**src/rtl/adc_sequencer_pkg.sv**
```systemverilog
// Shared ADC word layout and channel type for the sequencer and the CPU-facing FIFO word.
// Field positions must stay in step with the CPU-side C header.
package adc_sequencer_pkg;

  localparam int ADC_DATA_W        = 12;
  localparam int ADC_CHAN_W        = 5;
  localparam int ADC_WORD_W        = 32;
  localparam int ADC_WORD_OVF      = 31;
  localparam int ADC_WORD_CHAN_LSB = 16;
  localparam int ADC_WORD_DATA_LSB = 0;

  typedef logic [ADC_CHAN_W-1:0] adc_chan_t;
  typedef logic [ADC_DATA_W-1:0] adc_data_t;

  // Unused bits of the word are zero; data is zero-extended.
  function automatic logic [ADC_WORD_W-1:0] adc_pack_word(input logic      ovf,
                                                          input adc_chan_t chan,
                                                          input adc_data_t data);
    logic [ADC_WORD_W-1:0] w;
    w = '0;
    w[ADC_WORD_OVF] = ovf;
    w[ADC_WORD_CHAN_LSB +: ADC_CHAN_W] = chan;
    w[ADC_WORD_DATA_LSB +: ADC_DATA_W] = data;
    return w;
  endfunction

endpackage

```
**src/rtl/adc_sample_fifo.sv**
```systemverilog
// Single-clock synchronous FIFO with a registered head output.
// The head register is loaded on the edge that makes an entry the head, so dout_o is valid with !empty_o.
module adc_sample_fifo #(
  parameter int WIDTH = 32,
  parameter int DEPTH = 8
) (
  input  logic             clk,
  input  logic             rst,
  input  logic             push_i,
  input  logic [WIDTH-1:0] din_i,
  input  logic             pop_i,
  output logic             full_o,
  output logic             empty_o,
  output logic [WIDTH-1:0] dout_o
);

  localparam int AW = $clog2(DEPTH);

  logic [WIDTH-1:0] mem_q [DEPTH];
  logic [AW-1:0]    wr_ptr_q, wr_ptr_d;
  logic [AW-1:0]    rd_ptr_q, rd_ptr_d;
  logic [AW:0]      count_q, count_d;
  logic [WIDTH-1:0] dout_q, head_d;
  logic             do_push, do_pop;

  assign full_o  = (count_q == (AW+1)'(DEPTH));
  assign empty_o = (count_q == '0);
  assign dout_o  = dout_q;

  // A full FIFO still accepts a push when a pop frees a slot in the same cycle.
  assign do_pop  = pop_i & ~empty_o;
  assign do_push = push_i & (~full_o | do_pop);

  always_comb begin
    wr_ptr_d = wr_ptr_q + AW'(do_push);
    rd_ptr_d = rd_ptr_q + AW'(do_pop);
    count_d  = count_q + (AW+1)'(do_push) - (AW+1)'(do_pop);
    // When the slot being written becomes the head, the RAM does not hold it yet.
    head_d   = (do_push && (wr_ptr_q == rd_ptr_d)) ? din_i : mem_q[rd_ptr_d];
  end

  always_ff @(posedge clk) begin
    if (do_push) begin
      mem_q[wr_ptr_q] <= din_i;
    end
  end

  always_ff @(posedge clk) begin
    if (rst) begin
      wr_ptr_q <= '0;
      rd_ptr_q <= '0;
      count_q  <= '0;
      dout_q   <= '0;
    end else begin
      wr_ptr_q <= wr_ptr_d;
      rd_ptr_q <= rd_ptr_d;
      count_q  <= count_d;
      if (count_d != '0) begin
        dout_q <= head_d;
      end
    end
  end

endmodule

```
**src/rtl/adc_sequencer.sv**
```systemverilog
// Round-robin command sequencer for the MAX10 ADC plus response router:
// audio channel goes out as a strobe, spare channels are queued for the CPU.
module adc_sequencer
  import adc_sequencer_pkg::*;
#(
  parameter int                          NUM_CHANNELS  = 4,
  parameter logic [NUM_CHANNELS*5-1:0]   CHANNEL_LIST  = {5'd4, 5'd3, 5'd2, 5'd1},
  parameter logic [4:0]                  AUDIO_CHANNEL = 5'd1,
  parameter int                          FIFO_DEPTH    = 8
) (
  input  logic                  clk,
  input  logic                  rst,
  input  logic                  command_ready_in,
  output logic [ADC_CHAN_W-1:0] command_channel_out,
  output logic                  command_startofpacket_out,
  output logic                  command_endofpacket_out,
  input  logic                  response_valid_in,
  input  logic [ADC_CHAN_W-1:0] response_channel_in,
  input  logic [ADC_DATA_W-1:0] response_data_in,
  output logic [ADC_DATA_W-1:0] audio_out,
  output logic                  audio_stb_out,
  output logic [ADC_WORD_W-1:0] adc_out,
  output logic                  adc_stb_out,
  input  logic                  adc_ack_in,
  output logic [15:0]           drop_count_out
);

  localparam int                IDX_W    = (NUM_CHANNELS > 1) ? $clog2(NUM_CHANNELS) : 1;
  localparam logic [IDX_W-1:0]  LAST_IDX = IDX_W'(NUM_CHANNELS - 1);

  adc_chan_t             chan_tbl [NUM_CHANNELS];
  logic [NUM_CHANNELS-1:0] chan_hit;

  logic [IDX_W-1:0]      idx_q, idx_d;
  adc_data_t             audio_q, audio_d;
  logic                  audio_stb_q, audio_stb_d;
  logic                  ovf_q, ovf_d;
  logic [15:0]           drop_cnt_q, drop_cnt_d;

  logic                  is_audio, is_spare, push_req;
  logic                  fifo_push, fifo_pop, fifo_full, fifo_empty, drop;
  logic [ADC_WORD_W-1:0] fifo_din, fifo_dout;

  genvar gi;
  generate
    for (gi = 0; gi < NUM_CHANNELS; gi++) begin : g_chan
      assign chan_tbl[gi] = CHANNEL_LIST[gi*ADC_CHAN_W +: ADC_CHAN_W];
      assign chan_hit[gi] = (response_channel_in == chan_tbl[gi]);
    end
  endgenerate

  assign command_channel_out       = chan_tbl[idx_q];
  assign command_startofpacket_out = (idx_q == '0);
  assign command_endofpacket_out   = (idx_q == LAST_IDX);

  assign is_audio = (response_channel_in == AUDIO_CHANNEL);
  assign is_spare = (|chan_hit) & ~is_audio;
  assign push_req = response_valid_in & is_spare;

  // Full is only a drop when the consumer is not freeing a slot on the same edge.
  assign fifo_pop  = adc_ack_in & ~fifo_empty;
  assign drop      = push_req & fifo_full & ~fifo_pop;
  assign fifo_push = push_req & ~drop;
  assign fifo_din  = adc_pack_word(ovf_q, response_channel_in, response_data_in);

  always_comb begin
    idx_d = idx_q;
    if (command_ready_in) begin
      idx_d = (idx_q == LAST_IDX) ? '0 : idx_q + 1'b1;
    end

    audio_d     = audio_q;
    audio_stb_d = response_valid_in & is_audio;
    if (audio_stb_d) begin
      audio_d = response_data_in;
    end

    ovf_d      = ovf_q;
    drop_cnt_d = drop_cnt_q;
    if (drop) begin
      ovf_d = 1'b1;
      if (drop_cnt_q != 16'hFFFF) begin
        drop_cnt_d = drop_cnt_q + 16'd1;
      end
    end else if (fifo_push) begin
      ovf_d = 1'b0;
    end
  end

  always_ff @(posedge clk) begin
    if (rst) begin
      idx_q       <= '0;
      audio_q     <= '0;
      audio_stb_q <= 1'b0;
      ovf_q       <= 1'b0;
      drop_cnt_q  <= '0;
    end else begin
      idx_q       <= idx_d;
      audio_q     <= audio_d;
      audio_stb_q <= audio_stb_d;
      ovf_q       <= ovf_d;
      drop_cnt_q  <= drop_cnt_d;
    end
  end

  adc_sample_fifo #(
    .WIDTH (ADC_WORD_W),
    .DEPTH (FIFO_DEPTH)
  ) u_fifo (
    .clk     (clk),
    .rst     (rst),
    .push_i  (fifo_push),
    .din_i   (fifo_din),
    .pop_i   (fifo_pop),
    .full_o  (fifo_full),
    .empty_o (fifo_empty),
    .dout_o  (fifo_dout)
  );

  assign audio_out      = audio_q;
  assign audio_stb_out  = audio_stb_q;
  assign adc_out        = fifo_dout;
  assign adc_stb_out    = ~fifo_empty;
  assign drop_count_out = drop_cnt_q;

endmodule

```
**config.mk**
```make
export PLATFORM = sky130hd
export DESIGN_NAME = adc_sequencer
export DESIGN_NICKNAME = d
export VERILOG_FILES = /design/src/rtl/adc_sequencer_pkg.sv /design/src/rtl/adc_sample_fifo.sv /design/src/rtl/adc_sequencer.sv
export SDC_FILE = /design/constraint.sdc
export NUM_CORES = 1
export LEC_CHECK = 0
export ABC_CLOCK_PERIOD_IN_PS = 4540
export CORE_ASPECT_RATIO = 1.1
export CORE_MARGIN = 4
export CORE_UTILIZATION = 55
export DETAILED_ROUTE_END_ITERATION = 10
export GPL_TIMING_DRIVEN = 0
export PLACE_DENSITY_LB_ADDON = 0.2
export SLEW_MARGIN = 20
export SYNTH_ARGS = -nofsm -noshare
export SYNTH_HDL_FRONTEND = slang
export SYNTH_SLANG_ARGS = --single-unit
```
**constraint.sdc**
```tcl
create_clock -name clk -period 4.54 [get_ports clk]
set_input_delay 0.908 -clock clk [delete_from_list [all_inputs] [get_ports clk]]
set_output_delay 0.908 -clock clk [all_outputs]
set_load 0.01 [all_outputs]
```
==> flow_summary_export.csv <==
group,metric,value,unit
min_path,min_path_type,"flip-flop to flip-flop",
placement,dp_hpwl,11.8,mm
timing,post-route-period-util,0.930,
placement,portBuffers,73,
layout,syn_to_final_growth,21.7,%
timing,finalSetupViolCount,0,
timing,relSlewSlack,0.265,
timing,final_hold_viol_count,0,
pwr,switching_share,0.278,
synth,syn-instance-count,522,
layout,final_cell_mix,"edfxtp_1, clkdlybuf4s50_1, dfxtp_1",
clock_network,insertion_delay,0.50,ns
layout,fin_util,0.684,
floorplanning,core_region_area,15100,um2
placement,pre_cts_slack,-0.934,ns
clock_network,clock-root-buffer,"clkbuf_16",
timing,hold_slack,0.469,ns
floorplanning,io_pins,91,
layout,fillCellCount,981,
layout,final_nets,678,
pwr,pwr-share-comb,0.299,
clock_network,clk_pin_slew,0.06,ns
global_route,grt_usage,0.213,
global_route,grt_pass1_wl,29.0,mm
synth,avgSynthCellArea,16.3,um2
clock_network,postCtsHoldBufs,0,
pwr,p_leak,0.00361,uW
synth,synthArstFlopShare,0,
routing,detail_route.wl_per_cell,21.5,um
global_route,antenna_found_initial,0,
layout,n_antenna_cell,0,
timing,fmax,237,MHz
synth,ys_warn_count,0,
floorplanning,die_w,127,um
critical_path,crit_required,4.98,ns
routing,drt_iter0_drc,378,
routing,wl_met2,9.57,mm
routing,top_layer_used,"met4",
critical_path,worstSetupPathType,"input port to flip-flop",
synth,ys_ff_latch,204,
pwr,cellPowerDensity,517,nW/um2
clock_network,cts_tree,"yes",
pwr,p_switching,1480,uW
pwr,max-vdd-ir-drop,254,uV
placement,place_congestion,0.835,
timing,worst_pin_slew,1.10,ns
routing,drtPass1Iterations,4,
routing,drt-total-wl,18.3,mm
synth,synth.distinct_cells,55,
pwr,pwr-share-seq,0.401,
floorplanning,fp-row-count,47,
synth,ys_seq_area_frac,0.650,
floorplanning,start_util,0.562,
clock_network,cts_buffers,21,
routing,drtAntennaViolNets,0,
floorplanning,die_area,17500,um2
synth,synth-edff-count,144,
critical_path,critPathArrivalTime,4.66,ns
timing,finalMaxSlewViolations,0,
routing,dr_total_vias,4884,
global_route,grt_max_degree,19,
pwr,power_frac_clock,0.300,
clock_network,clock_sinks,204,
timing,fin_ws,0.319,ns
layout,drive_gt1_frac,0.226,
routing,dr_wl_met3,1.00,mm
timing,fin_skew,0.0108,ns
clock_network,htreeDepth,1,
pwr,p_int,3860,uW
routing,vias_per_cell,5.73,
timing,finalCriticalPeriod,4.22,ns
pwr,power,5340,uW
routing,drc,0,
flow_run,cap_viol_max_count,0,
clock_network,clockBufferDepth,3,
critical_path,path_max_fanout,14,
floorplanning,die_h,138,um
timing,rsz0062_at_grt,"false",
global_route,overflow,0,
synth,ys.flop_type,"edfxtp_1",
routing,wl_met1,7.43,mm
outcome,status,"finished, final reports clean",
layout,layout.cells.most_common,"edfxtp_1",
critical_path,end_kind,"flip-flop",
synth,syn-cell-area,8500,um2
critical_path,cp-start-kind,"input port",
global_route,grt_pass1_vias,5186,
==> registers in the layout (all words and copies together), names as in the netlist <==
name and cells:
audio_stb_out 1, u_fifo.wr_ptr_q 3, ovf_q 1, u_fifo.mem_q 144
drop_count_out 16, u_fifo.dout_o 18, audio_out 12, idx_q 2
u_fifo.count_q 4, u_fifo.rd_ptr_q 3
==> per-stage QoR <==
step	setup TNS, ns	cells	cell area (um2)
after floorplan	0	537	8550
after global placement	-65.50	806	9530
after detailed placement	-15.15	810	9630
after CTS	0	849	10300
after global routing	0	852	10300
final	0	852	10300
==> worst max-delay path: stages <==
cell             delay (ns)
clkdlybuf4s50_1        0.59
nor3b_2                0.32
o21ai_2                0.28
nor2_1                 0.26
ha_1                   0.24
inv_1                  0.06
fa_1                   0.54
nand2b_1               0.09
a2111oi_2              0.48
nor2_1                 0.16
nor2_4                 0.29
buf_4                  0.25
a22o_1                 0.16
==> final timing paths <==
check / end / slack [ns] / depth (start not counted) / from
worst max-delay path: u_fifo.dout_o[17] / 0.32 / 13 / response_channel_in[3]
worst min-delay path: u_fifo.dout_o[19] / 0.47 / 1 / u_fifo.dout_o[19]
worst max register to register: u_fifo.dout_o[31] / 0.97 / 11 / u_fifo.count_q[1]
worst min register to register: u_fifo.dout_o[19] / 0.47 / 1 / u_fifo.dout_o[19]
==> area by class of cell <==
| class | instances | area (um2) | area share |
|---|---|---|---|
| well taps | 196 | 245 | 0.0237 |
| multi-input cells | 281 | 2790 | 0.270 |
| flip-flops and latches | 204 | 5530 | 0.534 |
| plain buffers | 40 | 282 | 0.0272 |
| clock buffers | 32 | 607 | 0.0587 |
| clock inverters | 6 | 35.0 | 0.00339 |
| repair buffers | 82 | 811 | 0.0784 |
| inverters | 11 | 41.3 | 0.00399 |
==> Yosys cell counts, types with 3 or more instances <==
cell type | count | share of area
a22o_1 | 15 | 0.015
edfxtp_1 | 144 | 0.51
buf_1 | 6 | 0.0027
nand2b_1 | 6 | 0.0044
and3_1 | 4 | 0.0029
a21oi_1 | 8 | 0.0047
clkbuf_1 | 8 | 0.0035
mux4_1 | 5 | 0.015
dfxtp_1 | 60 | 0.14
a2111oi_0 | 6 | 0.0062
xnor2_1 | 11 | 0.011
nand4_1 | 4 | 0.0029
and4_1 | 3 | 0.0031
ha_1 | 14 | 0.021
nor3_1 | 5 | 0.0029
nand2_1 | 8 | 0.0035
inv_1 | 11 | 0.0049
nand3_1 | 10 | 0.0059
nor2b_1 | 11 | 0.0081
mux2_2 | 26 | 0.034
nand3b_1 | 4 | 0.0035
mux2_1 | 4 | 0.0053
buf_4 | 19 | 0.017
nor2_1 | 41 | 0.018
buf_2 | 3 | 0.0018
buf_6 | 3 | 0.0040
mux2i_1 | 19 | 0.022
mux4_2 | 31 | 0.082
==> metal layers <==
layer | up-vias | GRT usage
met5 | - | 0
met4 | 0 | 0.0508
met3 | 22 | 0.0347
met2 | 147 | 0.368
met1 | 2488 | 0.283
li1 | 2227 | -
==> power groups by stage <==
| stage | Sequential [uW] | Combinational, uW | Clock, uW |
|---|---|---|---|
| finish | 2140 | 1600 | 1600 |
| global route | 2150 | 1720 | 1730 |
| CTS | 2140 | 1560 | 1630 |
| detailed placement | 2180 | 1500 | 0 |
| global placement | 2180 | 1460 | 0 |
| floorplan | 2200 | 1030 | 0 |
==> cells by family (layout without fill, tap and decap cells) <==
logic type | count (synthesis) | in the layout | synth area share
flip-flops | 204 | 204 | 0.650
adder cells (fa/ha/maj) | 15 | 15 | 0.0230
multiplexers | 85 | 85 | 0.160
AO/OA/AOI/OAI | 45 | 45 | 0.0437
other | 1 | 16 | 0.000441
XOR/XNOR | 13 | 13 | 0.0165
AND/OR/NAND/NOR | 107 | 107 | 0.0680
buffers and inverters | 52 | 171 | 0.0383
==> repair_timing <==
action | CTS | global route
pin swaps | 1 | 1
resized for setup | 5 | 5
setup buffers | 1 | 4
setup endpoints to repair | 18 | 14
Power figures use the tool's default switching activity.
